`src/rtl/audio_wavetable_mixer.sv`:
```
// Time-multiplexed wavetable mixer: NUM_VOICES phase-accumulator voices are evaluated
// one per clock once every TICK_DIV clocks and summed into an MSB-aligned unsigned sample.
module audio_wavetable_mixer #(
  parameter int NUM_VOICES = 4,
  parameter int PHASE_W    = 16,
  parameter int VOL_W      = 4,
  parameter int SAMPLE_W   = 16,
  parameter int TICK_DIV   = 512
) (
  input  logic                          clk,
  input  logic                          reset,
  input  logic                          cfg_we,
  input  logic [$clog2(NUM_VOICES)-1:0] cfg_voice,
  input  logic [PHASE_W-1:0]            cfg_freq,
  input  logic [1:0]                    cfg_wave,
  input  logic [VOL_W-1:0]              cfg_vol,
  input  logic                          cfg_phase_rst,
  output logic [SAMPLE_W-1:0]           sample_out,
  output logic                          sample_valid,
  output logic                          busy
);

  localparam int IDX_W  = $clog2(NUM_VOICES);
  localparam int ACC_W  = 8 + VOL_W + IDX_W;
  localparam int TICK_W = $clog2(TICK_DIV);
  localparam logic [TICK_W-1:0] TICK_LAST = TICK_W'(TICK_DIV - 1);
  localparam logic [IDX_W-1:0]  IDX_LAST  = IDX_W'(NUM_VOICES - 1);

  localparam logic [1:0] WAVE_OFF    = 2'd0;
  localparam logic [1:0] WAVE_SAW    = 2'd1;
  localparam logic [1:0] WAVE_SQUARE = 2'd2;
  localparam logic [1:0] WAVE_TRI    = 2'd3;

  typedef enum logic [1:0] {
    ST_IDLE   = 2'd0,
    ST_ACCUM  = 2'd1,
    ST_OUTPUT = 2'd2
  } state_t;

  state_t              state_r;
  logic [TICK_W-1:0]   tick_r;
  logic [IDX_W-1:0]    idx_r;
  logic [ACC_W-1:0]    acc_r;

  logic [PHASE_W-1:0]  freq_r  [NUM_VOICES];
  logic [PHASE_W-1:0]  phase_r [NUM_VOICES];
  logic [1:0]          wave_r  [NUM_VOICES];
  logic [VOL_W-1:0]    vol_r   [NUM_VOICES];

  logic                tick_end_s;
  logic [7:0]          p_s;
  logic [7:0]          w_s;
  logic [ACC_W-1:0]    term_s;
  logic [ACC_W-1:0]    acc_next_s;
  logic [SAMPLE_W-1:0] scaled_s;

  assign tick_end_s = (tick_r == TICK_LAST);

  // Waveform lookup and weighted contribution of the voice currently selected by idx_r.
  always_comb begin
    p_s = phase_r[idx_r][PHASE_W-1 -: 8];
    case (wave_r[idx_r])
      WAVE_OFF:    w_s = 8'h00;
      WAVE_SAW:    w_s = p_s;
      WAVE_SQUARE: w_s = p_s[7] ? 8'hFF : 8'h00;
      WAVE_TRI:    w_s = p_s[7] ? {~p_s[6:0], 1'b0} : {p_s[6:0], 1'b0};
      default:     w_s = 8'h00;
    endcase
    term_s     = ACC_W'(w_s) * ACC_W'(vol_r[idx_r]);
    acc_next_s = acc_r + term_s;
  end

  // The accumulator is sized so the full sum never overflows; only alignment is needed here.
  if (ACC_W >= SAMPLE_W) begin : g_trunc
    assign scaled_s = acc_next_s[ACC_W-1 -: SAMPLE_W];
  end else begin : g_pad
    assign scaled_s = {acc_next_s, {(SAMPLE_W - ACC_W){1'b0}}};
  end

  // Tick divider and mix-pass FSM with registered sample/valid/busy outputs.
  always_ff @(posedge clk) begin
    if (reset) begin
      state_r      <= ST_IDLE;
      tick_r       <= {TICK_W{1'b0}};
      idx_r        <= {IDX_W{1'b0}};
      acc_r        <= {ACC_W{1'b0}};
      sample_out   <= {SAMPLE_W{1'b0}};
      sample_valid <= 1'b0;
      busy         <= 1'b0;
    end else begin
      tick_r <= tick_end_s ? {TICK_W{1'b0}} : tick_r + TICK_W'(1);
      case (state_r)
        ST_IDLE: begin
          sample_valid <= 1'b0;
          if (tick_end_s) begin
            state_r <= ST_ACCUM;
            acc_r   <= {ACC_W{1'b0}};
            idx_r   <= {IDX_W{1'b0}};
            busy    <= 1'b1;
          end else begin
            state_r <= ST_IDLE;
          end
        end
        ST_ACCUM: begin
          acc_r <= acc_next_s;
          idx_r <= idx_r + IDX_W'(1);
          // Final voice: publish the completed sum so it is valid alongside the strobe.
          if (idx_r == IDX_LAST) begin
            state_r      <= ST_OUTPUT;
            sample_out   <= scaled_s;
            sample_valid <= 1'b1;
          end else begin
            state_r <= ST_ACCUM;
          end
        end
        ST_OUTPUT: begin
          sample_valid <= 1'b0;
          busy         <= 1'b0;
          state_r      <= ST_IDLE;
        end
        default: begin
          sample_valid <= 1'b0;
          busy         <= 1'b0;
          state_r      <= ST_IDLE;
        end
      endcase
    end
  end

  // Per-voice configuration and phase; a phase clear beats a simultaneous advance.
  always_ff @(posedge clk) begin
    if (reset) begin
      for (int v = 0; v < NUM_VOICES; v++) begin
        freq_r[v]  <= {PHASE_W{1'b0}};
        phase_r[v] <= {PHASE_W{1'b0}};
        wave_r[v]  <= WAVE_OFF;
        vol_r[v]   <= {VOL_W{1'b0}};
      end
    end else begin
      for (int v = 0; v < NUM_VOICES; v++) begin
        if (cfg_we && (cfg_voice == IDX_W'(v))) begin
          freq_r[v] <= cfg_freq;
          wave_r[v] <= cfg_wave;
          vol_r[v]  <= cfg_vol;
        end
        if (cfg_we && cfg_phase_rst && (cfg_voice == IDX_W'(v))) begin
          phase_r[v] <= {PHASE_W{1'b0}};
        end else if ((state_r == ST_ACCUM) && (idx_r == IDX_W'(v))) begin
          phase_r[v] <= phase_r[v] + freq_r[v];
        end
      end
    end
  end

endmodule

```
`config.mk`:
```
export PLATFORM = sky130hd
export DESIGN_NAME = audio_wavetable_mixer
export DESIGN_NICKNAME = d
export VERILOG_FILES = /design/src/rtl/audio_wavetable_mixer.sv
export SDC_FILE = /design/constraint.sdc
export NUM_CORES = 1
export LEC_CHECK = 0
export CELL_PAD_IN_SITES_DETAIL_PLACEMENT = 0
export CELL_PAD_IN_SITES_GLOBAL_PLACEMENT = 1
export CORE_MARGIN = 1
export CORE_UTILIZATION = 45
export DETAILED_ROUTE_END_ITERATION = 8
export GPL_ROUTABILITY_DRIVEN = 0
export GPL_TIMING_DRIVEN = 0
export PLACE_DENSITY = 0.89
export SYNTH_ARGS = -nofsm -noshare
export SYNTH_HDL_FRONTEND = slang
export SYNTH_SLANG_ARGS = --single-unit
export TNS_END_PERCENT = 30
```
`constraint.sdc`:
```
create_clock -name clk -period 4.43 [get_ports clk]
set_clock_uncertainty 0.15 [all_clocks]
set_input_delay 1.1075 -clock clk [delete_from_list [all_inputs] [get_ports clk]]
set_output_delay 1.1075 -clock clk [all_outputs]
set_load 0.005 [all_outputs]
```
### After elaboration in Yosys (flattened, before gate mapping)

Memory sizes are Yosys's and may differ from the RTL's. A register that Yosys moved wholly into a read port is not among the register bits.
Index checks and enable logic that the tools add are counted.

| cells by class | value |
|---|---|
| equality and inequality tests | 12 |
| muxes and demuxes | 80 |
| reductions and logical operators | 23 |
| $add $sub $neg | 7 |
| bitwise logic cells | 22 |
| $mul | 1 |

Operator list:

| operator | count |
|---|---|
| $mux W16 | 12 |
| $add A16 B16 Y16 | 4 |
| $mux W1 | 44 |
| $pmux W8 S4 | 1 |
| $pmux W14 S2 | 1 |
| $mux W2 | 12 |
| $or A1 B1 Y1 | 20 |
| $mux W4 | 4 |
| $mux W8 | 2 |
| $add A14 B12 Y14 | 1 |
| $mux W14 | 1 |
| $logic_and A1 B1 Y1 | 13 |
| $eq A2 B2 Y1 const B | 6 |
| $mul A8 B4 Y12 | 1 |
| $add A9 B1 Y9 const B | 1 |
| $eq A9 B9 Y1 const B | 1 |
| $eq A2 B1 Y1 const B | 4 |
| $logic_not A2 Y1 | 4 |
| $pmux W2 S2 | 2 |
| $not A7 Y7 | 1 |
| $reduce_and A2 Y1 | 3 |
| $reduce_or A2 Y1 | 2 |
| $add A2 B1 Y2 const B | 1 |
| $ne A2 B2 Y1 const B | 1 |
| 3 further kinds | 3 |

| word-level totals | value |
|---|---|
| bits in registers | 43 |
| memories kept | 4 |
| output and inout bits | 18 |
| memory bits (writable) | 152 |

Memory list:

| name | depth | bits a word | rd ports | clocked after Yosys merged registers in | write ports | RTL line | source |
|---|---|---|---|---|---|---|---|
| freq_r | 4 | 16 | 4 | 0 | 4 | 45 | `logic [PHASE_W-1:0] freq_r [NUM_VOICES];` |
| phase_r | 4 | 16 | 5 | 1 | 4 | 46 | `logic [PHASE_W-1:0] phase_r [NUM_VOICES];` |
| vol_r | 4 | 4 | 1 | 1 | 4 | 48 | `logic [VOL_W-1:0] vol_r [NUM_VOICES];` |
| wave_r | 4 | 2 | 1 | 1 | 4 | 47 | `logic [1:0] wave_r [NUM_VOICES];` |

### Longest topological paths before layout

| depth | value |
|---|---|
| depth in word-level cells | 7 |
| gate-level depth with buffers | 21 |

### Worst setup path before layout

OpenSTA, ideal clock, no wires.

| path | value |
|---|---|
| path type | register -> register |
| start point | register with a tool-made name |
| end point | register sample_out[15] |
| arrival | 4535 ps |
| stages on the path, launching flop included | 21 |
| clock period less this slack | 4799 ps |
| setup slack | -369 ps |
| cell sequence | dfxtp_1 -> buf_6 -> mux4_1 -> buf_4 -> xnor2_1 -> nand2_1 -> o21ai_2 -> and2_1 -> fa_1 -> fa_1 -> inv_1 -> fa_1 -> inv_1 -> ha_1 -> buf_2 -> a21o_1 -> a21o_1 -> a31o_2 -> o22a_1 -> xor2_1 -> a21o_1 |

RTL lines:

| what | RTL line | source |
|---|---|---|
| to (signal assigned) | 87 | `sample_out <= {SAMPLE_W{1'b0}};` |
| to (signal assigned) | 110 | `sample_out <= scaled_s;` |
| to (decl) | 18 | `output logic [SAMPLE_W-1:0] sample_out,` |

==> flow_summary.json <==
{
  "final_nets": 1366,
  "layout_common_cells": "152 x edfxtp_1, 104 x and2_1, 98 x nor2_1, 83 x ha_1, 76 x nand2_1",
  "max_stage_delay_ns": 0.53,
  "grt_antenna_before_repair": 0,
  "drt_wl_total_mm": 28.9,
  "tightest_slew_ns": 1.27,
  "pre_cts_ws_ns": -0.692,
  "stdcell_area_mm2": 0.0138,
  "layout-drive-gt1-share": 0.107,
  "clk_latency_ns": 0.45,
  "dp_hpwl_mm": 21.2,
  "crit_type": "reg2reg",
  "synthCells": 1150,
  "grt_pass1_wl_mm": 45.5,
  "start_util": 0.460,
  "yosysWarnings": 0,
  "crit_chain": "buf_8 -> buf_12 -> mux4_2 -> nand2_2 -> xnor2_2 -> a21oi_2 -> nand2b_4 -> fa_1 -> fa_1 -> fa_1 -> inv_2 -> ha_4 -> nor2b_4 -> o31ai_4 -> a211oi_2 -> or3_4 -> nand3_2 -> a21oi_2",
  "finalCritPeriodShare": 1.11,
  "wl_per_cell_um": 18.4,
  "cts_tree": "done",
  "synth-simple-area-share": 0.171,
  "via_count": 8786,
  "clock.fmax_mhz": 204,
  "fin_ws_ns": -0.480,
  "powerDensity_mw_per_mm2": 321,
  "port_buffers": 42,
  "vias_per_cell": 5.58,
  "netlist_area_mm2": 0.0121,
  "critical_path_arrival_ns": 5.07,
  "crit_required_ns": 4.59,
  "numCtsBuffers": 17,
  "drt-initial-drc-count": 732,
  "total_power_mw": 4.44,
  "hold_buffers": 0,
  "ant_nets": 0,
  "placed_area_mm2": 0.0130,
  "first_global_vias": 8473,
  "synth_compound_area_frac": 0.132,
  "ys_types": 68,
  "cts_sinks": 197,
  "hp-class": "reg2reg",
  "rsz0062_at_grt": "yes",
  "syn_avg_cell_area_um2": 10.5,
  "hold_viol": 0,
  "synth_fa_ha_area_frac": 0.133,
  "cp_slowest_cell": "mux4_2",
  "async_flop_share": 0,
  "crit_fanout": 8,
  "rows": 59,
  "cts_htree_levels": 4,
  "final_common_cell": "edfxtp_1",
  "grt_util_all_layers": 0.215,
  "path_clk_slew_ns": 0.08,
  "final.min_clock_period_ns": 4.91,
  "synth-seq-cells": 197,
  "clock-root-buffer": "clkbuf_16",
  "hold_ws_ns": 0.298,
  "dieArea_mm2": 0.0275,
  "endpoint_kind": "flop",
  "violations": "setup timing",
  "area_delta_synth_final_pct": 14.7,
  "setup_viol": 22,
  "synth-edff-count": 152,
  "synth_xor_area_frac": 0.0414,
  "muxShareOfSynthArea": 0.0306,
  "synth_top_flop_cell": "edfxtp_1",
  "max-cap-violations": 0,
  "io_pins": 46,
  "yosysSeqAreaShare": 0.453,
  "power.leakage_nw": 5.66,
  "grt_start_max_net_pins": 23,
  "drcViolationCount": 0,
  "synth_top_family_by_area": "simple AND/OR/NAND/NOR gates",
  "crit_top_cell": "fa_1",
  "core_area_mm2": 0.0262,
  "layout.cells.non_filler": 1574,
  "drv_slew": 0,
  "critPathLaunchType": "flop",
  "post-route-util": 0.528,
  "ir_worst_vdd_v": 0.000278,
  "slew_headroom": 0.152,
  "cts_buffer_depth": 2,
  "status": "complete, but fails checks",
  "die_w_um": 166,
  "dieHeight_um": 166,
  "overflow": 0,
  "drt-pass1-iter-count": 5,
  "fin_tns_setup_ns": -6.15,
  "placedCellCount": 1528
}
## sequential cells by signal (all words and copies together) (netlist names), named ones only
| name | flops |
|---|---|
| acc_r | 14 |
| busy | 1 |
| freq_r | 64 |
| idx_r | 2 |
| phase_r | 64 |
| sample_out | 14 |
| sample_valid | 1 |
| state_r | 2 |
| tick_r | 9 |
| vol_r | 16 |
| wave_r | 8 |
## final timing paths
kind / start / to / slack [ns] / depth (start not counted)
setup / recovery: flop / sample_out[13] / -0.48 / 18
hold / removal: tick_r[0] / tick_r[0] / 0.30 / 1
setup reg to reg: flop / sample_out[13] / -0.48 / 18
hold reg to reg: tick_r[0] / tick_r[0] / 0.30 / 1
## synthesized netlist by cell type (4+ instances only)
| library cell | n | area (um^2) |
|---|---|---|
| a211o_1 | 5 | 43.8 |
| a211oi_1 | 12 | 90.1 |
| a21o_1 | 33 | 248 |
| a21oi_1 | 53 | 265 |
| a22o_1 | 4 | 35.0 |
| a31oi_1 | 13 | 81.3 |
| a41oi_1 | 4 | 35.0 |
| and2_1 | 109 | 682 |
| and3_1 | 15 | 93.8 |
| buf_2 | 6 | 30.0 |
| clkbuf_1 | 23 | 86.3 |
| dfxtp_1 | 45 | 901 |
| edfxtp_1 | 152 | 4560 |
| fa_1 | 25 | 500 |
| ha_1 | 88 | 1100 |
| inv_1 | 78 | 293 |
| mux2_2 | 5 | 56.3 |
| mux2i_1 | 8 | 80.1 |
| mux4_2 | 8 | 180 |
| nand2_1 | 83 | 312 |
| nand2b_1 | 15 | 93.8 |
| nand3_1 | 15 | 75.1 |
| nand3b_1 | 4 | 30.0 |
| nand4_1 | 6 | 37.5 |
| nor2_1 | 101 | 379 |
| nor2b_1 | 15 | 93.8 |
| nor3_1 | 28 | 140 |
| nor3b_1 | 7 | 52.6 |
| o211ai_1 | 5 | 37.5 |
| o21a_1 | 21 | 158 |
| o21ai_0 | 41 | 205 |
| o22ai_1 | 4 | 25.0 |
| or2_2 | 4 | 25.0 |
| xnor2_1 | 30 | 263 |
| xor2_1 | 27 | 236 |
## critical path: cells and delay by family (launching register included)
kind                       cells  cell delay [ns]
buffers and inverters          3             0.31
DFF                            1             0.34
and+or+nand+nor                5             0.90
adders and majority gates      4             1.69
AOI/OAI and AO/OA              4             0.76
muxes                          1             0.53
xor gates and xnor gates       1             0.08
## per-layer routing
layer,track usage,up-vias,share of wire
li1,-,4239,-
met1,0.295,4284,0.47
met2,0.354,231,0.46
met3,0.0357,32,0.055
met4,0.0549,0,0.014
met5,0,-,0
## power by group
| part | internal, mW | switching (mW) |
|---|---|---|
| Sequential | 2.08 | 0.0412 |
| Combinational | 0.334 | 0.462 |
| Clock | 0.749 | 0.779 |
## what timing repair did
action,in CTS,in global routing
endpoints found under the setup margin,19,22
pin swaps,29,11
gates resized for setup,20,13
cloned,1,0
hold endpoints to repair,0,0
buffers inserted,9,3
## logic make-up (layout without fill, tap and decap cells)
| group | after synthesis | after routing |
|---|---|---|
| compound gates | 235 | 235 |
| xor+xnor | 57 | 57 |
| fa+ha+maj | 113 | 113 |
| buf+inv | 115 | 201 |
| flops | 197 | 197 |
| mux | 23 | 24 |
| other cells | 1 | 3 |
| simple gates | 409 | 409 |
## final cells by class
class | count | area [um^2]
Inverter | 79 | 297
Clock inverter | 15 | 138
Multi-Input combinational cell | 840 | 6390
Timing Repair Buffer | 54 | 510
Fill cell | 2286 | 12400
Sequential cell | 197 | 5470
Antenna cell | 1 | 2.50
Tap cell | 335 | 419
Clock buffer | 17 | 425
Buffer | 36 | 199
Note: power is estimated with default switching activity, not from simulation.
